**src/rtl/dac_sweep_ctrl_pkg.sv**
```systemverilog
// -----------------------------------------------------------------------------
// dac_sweep_ctrl_pkg
//   Shared definitions for the threshold-DAC sweep sequencer: default
//   geometry of the code table and the sequencer state encoding.
// -----------------------------------------------------------------------------
package dac_sweep_ctrl_pkg;

    localparam int DEF_CODE_W        = 8;
    localparam int DEF_N_STEPS       = 10;
    localparam int DEF_ADDR_W        = 4;
    localparam int DEF_SETTLE_W      = 16;
    localparam int DEF_MEAS_PER_STEP = 4;
    localparam int DEF_TMO_CYC       = 1024;

    typedef enum logic [2:0] {
        ST_IDLE   = 3'd0,
        ST_CLEAR  = 3'd1,
        ST_LOAD   = 3'd2,
        ST_SETTLE = 3'd3,
        ST_MEAS   = 3'd4,
        ST_WAITM  = 3'd5,
        ST_NEXT   = 3'd6,
        ST_DONE   = 3'd7
    } sweep_state_t;

endpackage

```
**src/rtl/dac_sweep_ctrl_code_table.sv**
```systemverilog
// -----------------------------------------------------------------------------
// dac_code_table
//   N_STEPS x CODE_W register file holding the DAC sweep codes.
//   Synchronous write, asynchronous read, cleared by reset.
// Ports
//   Clk    in  system clock
//   resn   in  asynchronous active-low reset (clears all entries)
//   we     in  write enable (already qualified by the caller)
//   waddr  in  write address; addresses >= N_STEPS are dropped
//   wdata  in  write data
//   raddr  in  read address; addresses >= N_STEPS read as 0
//   rdata  out read data (combinational)
// -----------------------------------------------------------------------------
module dac_code_table #(
    parameter int CODE_W  = 8,
    parameter int N_STEPS = 10,
    parameter int ADDR_W  = 4
) (
    input  logic              Clk,
    input  logic              resn,
    input  logic              we,
    input  logic [ADDR_W-1:0] waddr,
    input  logic [CODE_W-1:0] wdata,
    input  logic [ADDR_W-1:0] raddr,
    output logic [CODE_W-1:0] rdata
);

    logic [CODE_W-1:0] mem [N_STEPS];

    always_ff @(posedge Clk or negedge resn) begin
        if (!resn) begin
            for (int i = 0; i < N_STEPS; i++) begin
                mem[i] <= '0;
            end
        end else begin
            for (int i = 0; i < N_STEPS; i++) begin
                if (we && (waddr == ADDR_W'(i))) begin
                    mem[i] <= wdata;
                end
            end
        end
    end

    // Decoded read so an out-of-range address can never alias an entry.
    always_comb begin
        rdata = '0;
        for (int i = 0; i < N_STEPS; i++) begin
            if (raddr == ADDR_W'(i)) begin
                rdata = mem[i];
            end
        end
    end

endmodule

```
**src/rtl/dac_sweep_ctrl.sv**
```systemverilog
// -----------------------------------------------------------------------------
// dac_sweep_ctrl
//   Sequencer for the sigma-delta threshold DAC. Clears the accumulator, then
//   steps through the code table: load a code, wait the settle time, run
//   MEAS_PER_STEP measurement handshakes with the TDC readout, advance.
// Ports
//   Clk         in  system clock
//   resn        in  asynchronous active-low reset
//   start       in  1-cycle pulse, begins a sweep from IDLE
//   abort       in  level, abandons a sweep (beats start and meas_done)
//   tbl_we      in  table write strobe (IDLE only)
//   tbl_addr    in  table write address
//   tbl_data    in  table write data
//   settle_cyc  in  settle cycles per step, sampled at start (0 acts as 1)
//   meas_done   in  readout completion pulse, used only while waiting
//   dac_code    out registered DAC code
//   dac_load    out 1-cycle DAC latch strobe
//   dac_clr     out 1-cycle accumulator clear strobe
//   meas_start  out 1-cycle measurement request
//   step_idx    out current table index
//   busy        out high whenever not IDLE
//   sweep_done  out 1-cycle pulse on normal completion
//   tmo_err     out sticky measurement-timeout flag, cleared by start
// -----------------------------------------------------------------------------
module dac_sweep_ctrl
    import dac_sweep_ctrl_pkg::*;
#(
    parameter int CODE_W        = DEF_CODE_W,
    parameter int N_STEPS       = DEF_N_STEPS,
    parameter int ADDR_W        = DEF_ADDR_W,
    parameter int SETTLE_W      = DEF_SETTLE_W,
    parameter int MEAS_PER_STEP = DEF_MEAS_PER_STEP,
    parameter int TMO_CYC       = DEF_TMO_CYC
) (
    input  logic                Clk,
    input  logic                resn,
    input  logic                start,
    input  logic                abort,
    input  logic                tbl_we,
    input  logic [ADDR_W-1:0]   tbl_addr,
    input  logic [CODE_W-1:0]   tbl_data,
    input  logic [SETTLE_W-1:0] settle_cyc,
    input  logic                meas_done,
    output logic [CODE_W-1:0]   dac_code,
    output logic                dac_load,
    output logic                dac_clr,
    output logic                meas_start,
    output logic [ADDR_W-1:0]   step_idx,
    output logic                busy,
    output logic                sweep_done,
    output logic                tmo_err
);

    localparam int MCNT_W = $clog2(MEAS_PER_STEP + 1);
    localparam int TMO_W  = $clog2(TMO_CYC + 1);

    localparam logic [MCNT_W-1:0] MEAS_LAST = MCNT_W'(MEAS_PER_STEP);
    localparam logic [ADDR_W-1:0] STEP_LAST = ADDR_W'(N_STEPS - 1);
    localparam logic [TMO_W-1:0]  TMO_LAST  = TMO_W'(TMO_CYC - 1);

    sweep_state_t        state_reg, state_next;
    logic [ADDR_W-1:0]   step_reg, step_next;
    logic [MCNT_W-1:0]   meas_cnt_reg, meas_cnt_next;
    logic [SETTLE_W-1:0] settle_val_reg, settle_val_next;
    logic [SETTLE_W-1:0] settle_cnt_reg, settle_cnt_next;
    logic [TMO_W-1:0]    tmo_cnt_reg, tmo_cnt_next;
    logic                aborting_reg, aborting_next;
    logic                tmo_err_reg, tmo_err_next;
    logic [CODE_W-1:0]   code_reg, code_next;
    logic                clr_reg, load_reg, mstart_reg, done_reg, busy_reg;

    logic                table_we;
    logic [CODE_W-1:0]   table_code;
    logic                abort_hit;

    // The table is only writable while idle so a running sweep sees a
    // stable set of codes.
    assign table_we = tbl_we && (state_reg == ST_IDLE);

    // Read port follows the index the next LOAD will use, so the code
    // register and the load strobe update on the same edge.
    dac_code_table #(
        .CODE_W  (CODE_W),
        .N_STEPS (N_STEPS),
        .ADDR_W  (ADDR_W)
    ) u_table (
        .Clk   (Clk),
        .resn  (resn),
        .we    (table_we),
        .waddr (tbl_addr),
        .wdata (tbl_data),
        .raddr (step_next),
        .rdata (table_code)
    );

    // Once the abort clear pulse is under way, a still-high abort level must
    // not re-enter CLEAR, otherwise a held abort would never reach IDLE.
    assign abort_hit = abort && (state_reg != ST_IDLE) &&
                       !((state_reg == ST_CLEAR) && aborting_reg);

    // Step index kept in its own process: it feeds the table read address,
    // which in turn feeds code_next in the main next-state process.
    always_comb begin
        step_next = step_reg;
        if ((state_reg == ST_IDLE) && start && !abort) begin
            step_next = '0;
        end else if ((state_reg == ST_NEXT) && !abort_hit && (step_reg != STEP_LAST)) begin
            step_next = step_reg + ADDR_W'(1);
        end
    end

    always_comb begin
        state_next      = state_reg;
        meas_cnt_next   = meas_cnt_reg;
        settle_val_next = settle_val_reg;
        settle_cnt_next = settle_cnt_reg;
        tmo_cnt_next    = tmo_cnt_reg;
        tmo_err_next    = tmo_err_reg;
        aborting_next   = aborting_reg;
        code_next       = code_reg;

        if (abort_hit) begin
            state_next    = ST_CLEAR;
            aborting_next = 1'b1;
            code_next     = '0;
        end else begin
            unique case (state_reg)
                ST_IDLE: begin
                    if (start && !abort) begin
                        state_next      = ST_CLEAR;
                        settle_val_next = (settle_cyc == '0) ? SETTLE_W'(1) : settle_cyc;
                        meas_cnt_next   = '0;
                        tmo_err_next    = 1'b0;
                        aborting_next   = 1'b0;
                    end
                end
                ST_CLEAR: begin
                    if (aborting_reg) begin
                        state_next    = ST_IDLE;
                        aborting_next = 1'b0;
                    end else begin
                        state_next = ST_LOAD;
                        code_next  = table_code;
                    end
                end
                ST_LOAD: begin
                    state_next      = ST_SETTLE;
                    settle_cnt_next = SETTLE_W'(1);
                end
                ST_SETTLE: begin
                    // settle_cnt counts the SETTLE cycle being spent, 1-based.
                    if (settle_cnt_reg == settle_val_reg) begin
                        state_next = ST_MEAS;
                    end else begin
                        settle_cnt_next = settle_cnt_reg + SETTLE_W'(1);
                    end
                end
                ST_MEAS: begin
                    state_next    = ST_WAITM;
                    meas_cnt_next = meas_cnt_reg + MCNT_W'(1);
                    tmo_cnt_next  = '0;
                end
                ST_WAITM: begin
                    // A timeout is handled exactly like a completion, only
                    // flagged in tmo_err.
                    if (meas_done || (tmo_cnt_reg == TMO_LAST)) begin
                        if (!meas_done) begin
                            tmo_err_next = 1'b1;
                        end
                        state_next = (meas_cnt_reg < MEAS_LAST) ? ST_MEAS : ST_NEXT;
                    end else begin
                        tmo_cnt_next = tmo_cnt_reg + TMO_W'(1);
                    end
                end
                ST_NEXT: begin
                    if (step_reg == STEP_LAST) begin
                        state_next = ST_DONE;
                    end else begin
                        state_next    = ST_LOAD;
                        meas_cnt_next = '0;
                        code_next     = table_code;
                    end
                end
                ST_DONE: begin
                    state_next = ST_IDLE;
                end
                default: begin
                    state_next = ST_IDLE;
                end
            endcase
        end
    end

    always_ff @(posedge Clk or negedge resn) begin
        if (!resn) begin
            state_reg      <= ST_IDLE;
            step_reg       <= '0;
            meas_cnt_reg   <= '0;
            settle_val_reg <= '0;
            settle_cnt_reg <= '0;
            tmo_cnt_reg    <= '0;
            aborting_reg   <= 1'b0;
            tmo_err_reg    <= 1'b0;
            code_reg       <= '0;
        end else begin
            state_reg      <= state_next;
            step_reg       <= step_next;
            meas_cnt_reg   <= meas_cnt_next;
            settle_val_reg <= settle_val_next;
            settle_cnt_reg <= settle_cnt_next;
            tmo_cnt_reg    <= tmo_cnt_next;
            aborting_reg   <= aborting_next;
            tmo_err_reg    <= tmo_err_next;
            code_reg       <= code_next;
        end
    end

    // Strobes are decoded from the next state and registered, so they are
    // glitch-free and line up exactly with the state they belong to.
    always_ff @(posedge Clk or negedge resn) begin
        if (!resn) begin
            clr_reg    <= 1'b0;
            load_reg   <= 1'b0;
            mstart_reg <= 1'b0;
            done_reg   <= 1'b0;
            busy_reg   <= 1'b0;
        end else begin
            clr_reg    <= (state_next == ST_CLEAR);
            load_reg   <= (state_next == ST_LOAD);
            mstart_reg <= (state_next == ST_MEAS);
            done_reg   <= (state_next == ST_DONE);
            busy_reg   <= (state_next != ST_IDLE);
        end
    end

    assign dac_code   = code_reg;
    assign dac_load   = load_reg;
    assign dac_clr    = clr_reg;
    assign meas_start = mstart_reg;
    assign step_idx   = step_reg;
    assign busy       = busy_reg;
    assign sweep_done = done_reg;
    assign tmo_err    = tmo_err_reg;

endmodule

```
**config.mk**
```make
export PLATFORM = sky130hd
export DESIGN_NAME = dac_sweep_ctrl
export DESIGN_NICKNAME = d
export VERILOG_FILES = /design/src/rtl/dac_sweep_ctrl_pkg.sv /design/src/rtl/dac_sweep_ctrl_code_table.sv /design/src/rtl/dac_sweep_ctrl.sv
export SDC_FILE = /design/constraint.sdc
export NUM_CORES = 1
export LEC_CHECK = 0
export CAP_MARGIN = 0
export CORE_MARGIN = 4
export CORE_UTILIZATION = 64
export DETAILED_ROUTE_END_ITERATION = 10
export MAX_ROUTING_LAYER = met4
export PLACE_DENSITY = 0.86
export SLEW_MARGIN = 20
export SYNTH_ARGS = -nofsm -noshare
export SYNTH_HDL_FRONTEND = slang
export SYNTH_SLANG_ARGS = --single-unit
```
**constraint.sdc**
```tcl
create_clock -name Clk -period 5.35 [get_ports Clk]
set_input_delay 1.07 -clock Clk [delete_from_list [all_inputs] [get_ports Clk]]
set_output_delay 1.07 -clock Clk [all_outputs]
set_load 0.01 [all_outputs]
```
# After elaboration in Yosys (flattened, before gate mapping)
# Index checks and enable logic that the tools add are counted.
# op_classes
reduce_logical	42
order_cmp	1
eq_ne	42
n_bitwise	1
mux	38
addsub	4
# ops
op	n
$mux W8	13
$eq A4 B3 Y1 const B	8
$mux W16	2
$pmux W16 S2	1
$pmux W3 S8	1
$pmux W11 S2	1
$mux W3	7
$eq A4 B4 Y1 const B	5
$logic_and A1 B1 Y1	19
$eq A3 B3 Y1 const B	6
$add A16 B1 Y16 const B	1
$eq A16 B16 Y1	1
$eq A4 B2 Y1 const B	4
$logic_not A16 Y1	1
$pmux W8 S2	1
$reduce_bool A3 Y1	5
$reduce_and A3 Y1	4
$add A11 B1 Y11 const B	1
$eq A11 B10 Y1 const B	1
$mux W11	1
$ne A2 B2 Y1 const B	5
$eq A3 B2 Y1 const B	3
$pmux W3 S3	1
$eq A4 B1 Y1 const B	2
21 further kinds	34
# word_totals
out_inout_bits	18
ff_bits	148
wordCells	152
input_bits	34

# Logic depth before layout (Yosys ltp)
# depth
word_depth	23
ltp_mapped	12
mapped_depth_nobuf	10

# By module
# From an unflattened synthesis, not the netlist that was laid out.
# unflattened
hier_cells	708
hier_area_um2	7674.9
# modules_own_cells
module	area_per_inst_um2	seq_area_each_um2	n_inst	cells_per_inst
dac_code_table	4061.4	2001.9	1	319
dac_sweep_ctrl	3613.5	1701.6	1	389

# Least setup slack after synthesis
# No wires, ideal clock.
# synth_timing
path_kind	input-to-reg
from	input port abort
to	register code_reg[0] (netlist: dac_code[0])
setup_time_ps	124
t_arrival_ps	2799
n_path_buf	3
required_ps	5226
cell_stages	10
path_slack_ps	2428
cell_sequence	buf_6 and4bb_2 nand2_1 a31o_1 buf_2 and2_1 buf_2 a222oi_1 a21oi_1 a2bb2oi_1
# synth_via
elab_chain_len	21
elab_cells_between_ends	37
cone_classes	eq/ne: 11; mux: 16; reduce/logical: 10
# synth_rtl
element	line_no	source
from (decl)	dac_sweep_ctrl.sv:38	input logic abort,
$logic_and A1 B1 Y1 (2 in series)	dac_sweep_ctrl.sv:98	assign abort_hit = abort && (state_reg != ST_IDLE) &&
$logic_not A1 Y1	dac_sweep_ctrl.sv:107	end else if ((state_reg == ST_NEXT) && !abort_hit && (step_reg != STEP_LAST)) begin
$logic_and A1 B1 Y1 (2 in series)	dac_sweep_ctrl.sv:107	
$mux W4	dac_sweep_ctrl.sv:107	
$mux W4	dac_sweep_ctrl.sv:105	if ((state_reg == ST_IDLE) && start && !abort) begin
$logic_not A4 Y1	dac_sweep_ctrl_code_table.sv:48	if (raddr == ADDR_W'(i)) begin
$mux W8 (10 in series)	dac_sweep_ctrl_code_table.sv:48	
$mux W8 (on tied branches)	dac_sweep_ctrl.sv:176, dac_sweep_ctrl.sv:138	
$pmux W8 S2	dac_sweep_ctrl.sv:127	unique case (state_reg)
$mux W8	dac_sweep_ctrl.sv:122	if (abort_hit) begin
to (signal assigned)	dac_sweep_ctrl.sv:214	code_reg <= code_next;
to (decl)	dac_sweep_ctrl.sv:69	logic [CODE_W-1:0] code_reg, code_next;
# Several ways; a longest one is shown, not always the timed one. The select of a mux whose other input is x is not followed.
# A chain may end at the register's enable or synchronous reset.

# Final worst setup path
# layout_timing
from	input port abort
to	register code_reg[5] (netlist: dac_code[5])
# Same word-level chain as after synthesis.

==> flow_summary.toml <==
[sta]
fin_skew_ns = 0.0126
post-route-period-util_pct = 69.7
max_freq_ghz = 0.268
hold_violations = 0
rsz0062_at_grt = "false"
setup_viol = 0
tightest_slew_ns = 1.01
fin_ws_ns = 1.62
fin_crit_ns = 3.73
tns_ns = 0
holdWs_ns = 0.494
max_slew_margin_pct = 32.2
report.final.slew_viol_count = 0

[clock_tree]
htree_num_levels = 4
clk_latency_ns = 0.42
hold_buffers = 0
cts_buffer_depth = 2
clock_sink_count = 148
cts-buffers-inserted = 17
cts_tree = "yes"
root_buffer = "clkbuf_16"
clk_pin_slew_ns = 0.06
post-cts-setup-buffers = 0
cts_resized = 0

[die]
io_pins = 52
fp.dieH_um = 115
start_util_pct = 66.7
fp.dieW_um = 115
die-area_sq_mm = 0.0133
rows = 38
core-area_sq_mm = 0.0111

[layout]
syn_to_final_growth_pct = 16.4
nets = 768
drive_gt1_share_pct = 17.7
layout_commonest_cell = "dfrtp_1"
antenna_cells = 0
final_cell_mix = "148 x dfrtp_1, 102 x nand2_1, 79 x mux2_2"
largest_reg_flops = 80
stdcell_area_sq_mm = 0.00860

[critical_path]
required_ns = 5.65
reg2reg_depth = 8
cp_slowest_cell = "clkdlybuf4s50_1"
reg2reg_to = "dac_code[5]"
cp-end-kind = "flop"
crit_start = "abort"
r2r_setup_slack_ns = 1.79
critPathMaxFanout = 17
crit_chain = "clkdlybuf4s50_1 -> nor2_1 -> nand3_1 -> o311ai_4 -> and4bb_1 -> a221oi_1 -> o21ai_0 -> a2bb2oi_1"
criticalPathCategory = "primary input to flop"
timing.rr.start = "step_idx[0]"
max_stage_delay_ns = 0.65
arrival_ns = 4.03
start_kind = "primary input"
endpoint = "dac_code[5]"

[global_route]
grt_pass1_vias = 6004
grt_pass1_wl_um = 31100
grt_overflow = 0
antenna_found_initial = 0
grt_max_degree = 111
grt_usage_pct = 31.7

[synth]
syn_inst = 693
synth_nets = 732
yosysSeqAreaShare_pct = 50.1
synth_warnings = 0
synth_edf_count = 0
syn_area_sq_mm = 0.00739
synth_cell_types = 71
yosys_most_used_dff = "dfrtp_1"
async_flop_share_pct = 100
avgSynthCellArea_sq_um = 10.7
synth-seq-cells = 148

[routing]
drc = 0
vias = 5768
postRouteAntennaNets = 0
drt_iter0_drc = 534
viasPerCell = 6.54
routed_wl_um = 19300
drt-pass1-iter-count = 8
avgRoutedWirePerCell_um = 21.8

[pwr]
p_sw_mw = 1.27
powerDensity_mw_per_mm2 = 489
p_leak_nw = 3.81
pwr-share-clk_pct = 31.7
combPwrFrac_pct = 23.6
vdd_ir_drop_max_mv = 0.435
p_sw_share_pct = 30.3
power.total_mw = 4.21
internal_power_mw = 2.93
p_seq_share_pct = 44.6

[placed_design]
hpwl_um = 12800
portBuffers = 51
placed_cell_area_sq_mm = 0.00793
post-place-ws_ns = 1.31
place_congestion = 0.926

[run]
max-cap-violations = 0

[hold_path]
hp-class = "flop to flop"

[run_status]
status = "complete, no violations"
## how the worst min path moves through the flow
| stage | start | endpoint | slack, ns | depth (start not counted) |
|---|---|---|---|---|
| 2_1_floorplan | meas_cnt_reg[0] | meas_cnt_reg[0] | 0.46 | 1 |
| 3_3_place_gp | settle_val_reg[2] | settle_val_reg[2] | 0.48 | 2 |
| 6_report | settle_val_reg[10] | settle_val_reg[10] | 0.49 | 2 |
| 3_5_place_dp | settle_val_reg[10] | settle_val_reg[10] | 0.49 | 2 |
| 5_1_grt | u_table.mem[3] | u_table.mem[3] | 0.51 | 1 |
| 4_1_cts | settle_val_reg[10] | settle_val_reg[10] | 0.50 | 2 |
## synth_stat cells (5+ instances only)
cell type / instances / area [sq um]
buf_1: 10 / 37.5
o22ai_1: 5 / 31.3
a21oi_1: 18 / 90.1
nand4_1: 9 / 56.3
inv_1: 16 / 60.1
mux2_2: 79 / 890
o21ai_0: 26 / 130
nor3_1: 15 / 75.1
nand2b_1: 8 / 50.1
clkbuf_1: 14 / 52.6
nand3_1: 10 / 50.1
buf_2: 9 / 45.0
a32o_1: 5 / 50.1
nand2_1: 102 / 383
dfrtp_1: 148 / 3700
o221ai_1: 8 / 70.1
xnor2_1: 17 / 149
a32oi_1: 5 / 43.8
and3_1: 8 / 50.1
nor2_1: 43 / 161
nor4_1: 10 / 62.6
ha_1: 5 / 62.6
xor2_1: 22 / 193
a31oi_1: 9 / 56.3
and2_1: 6 / 37.5
a221oi_1: 11 / 96.3
## final cells by class
type,count,area [sq um]
Fill cell,759,2470
Timing Repair Buffer,55,542
Sequential cell,148,3700
Multi-Input combinational cell,490,3450
Tap cell,140,175
Clock inverter,8,169
Clock buffer,24,502
Inverter,17,63.8
## per-layer routing
metal / up-vias / routed length, um / global-route usage (%)
met5: - / 0 / -
met1: 2870 / 7650 / 37.2
met2: 276 / 9750 / 52.2
li1: 2575 / - / -
met4: 0 / 618 / 13.5
met3: 47 / 1240 / 7.94
## power by group through the flow
stage / combinational [mW] / sequential (mW) / clock [mW]
floorplan: 0.733 / 1.74 / 0
global placement: 0.920 / 1.85 / 0
detailed placement: 0.964 / 1.87 / 0
CTS: 0.986 / 1.86 / 1.34
global route: 1.10 / 1.91 / 1.39
finish: 0.994 / 1.88 / 1.34
## logic make-up (layout without fill, tap and decap cells)
group	Yosys count	after routing	share of synthesized area, %
flip-flops	148	148	50.1
AO/OA/AOI/OAI	127	127	12.6
multiplexers	79	79	12.0
XOR/XNOR	40	40	4.84
buffers and inverters	55	104	3.27
AND/OR/NAND/NOR	239	239	16.3
adder cells (fa/ha/maj)	5	5	0.847
## through the flow
| step | utilization, % | instances |
|---|---|---|
| after floorplan | - | 693 |
| after global placement | 71.6 | 850 |
| after detailed placement | 71.6 | 850 |
| after CTS | 77.6 | 882 |
| after global routing | 77.7 | 882 |
| final | 77.7 | 882 |
## critical path, delay by kind of cell
kind | cells | cell delay (ns)
AOI/OAI and AO/OA | 4 | 1.17
and+or+nand+nor | 3 | 1.12
buffers and inverters | 1 | 0.65
Note: power is estimated with default switching activity, not from simulation.
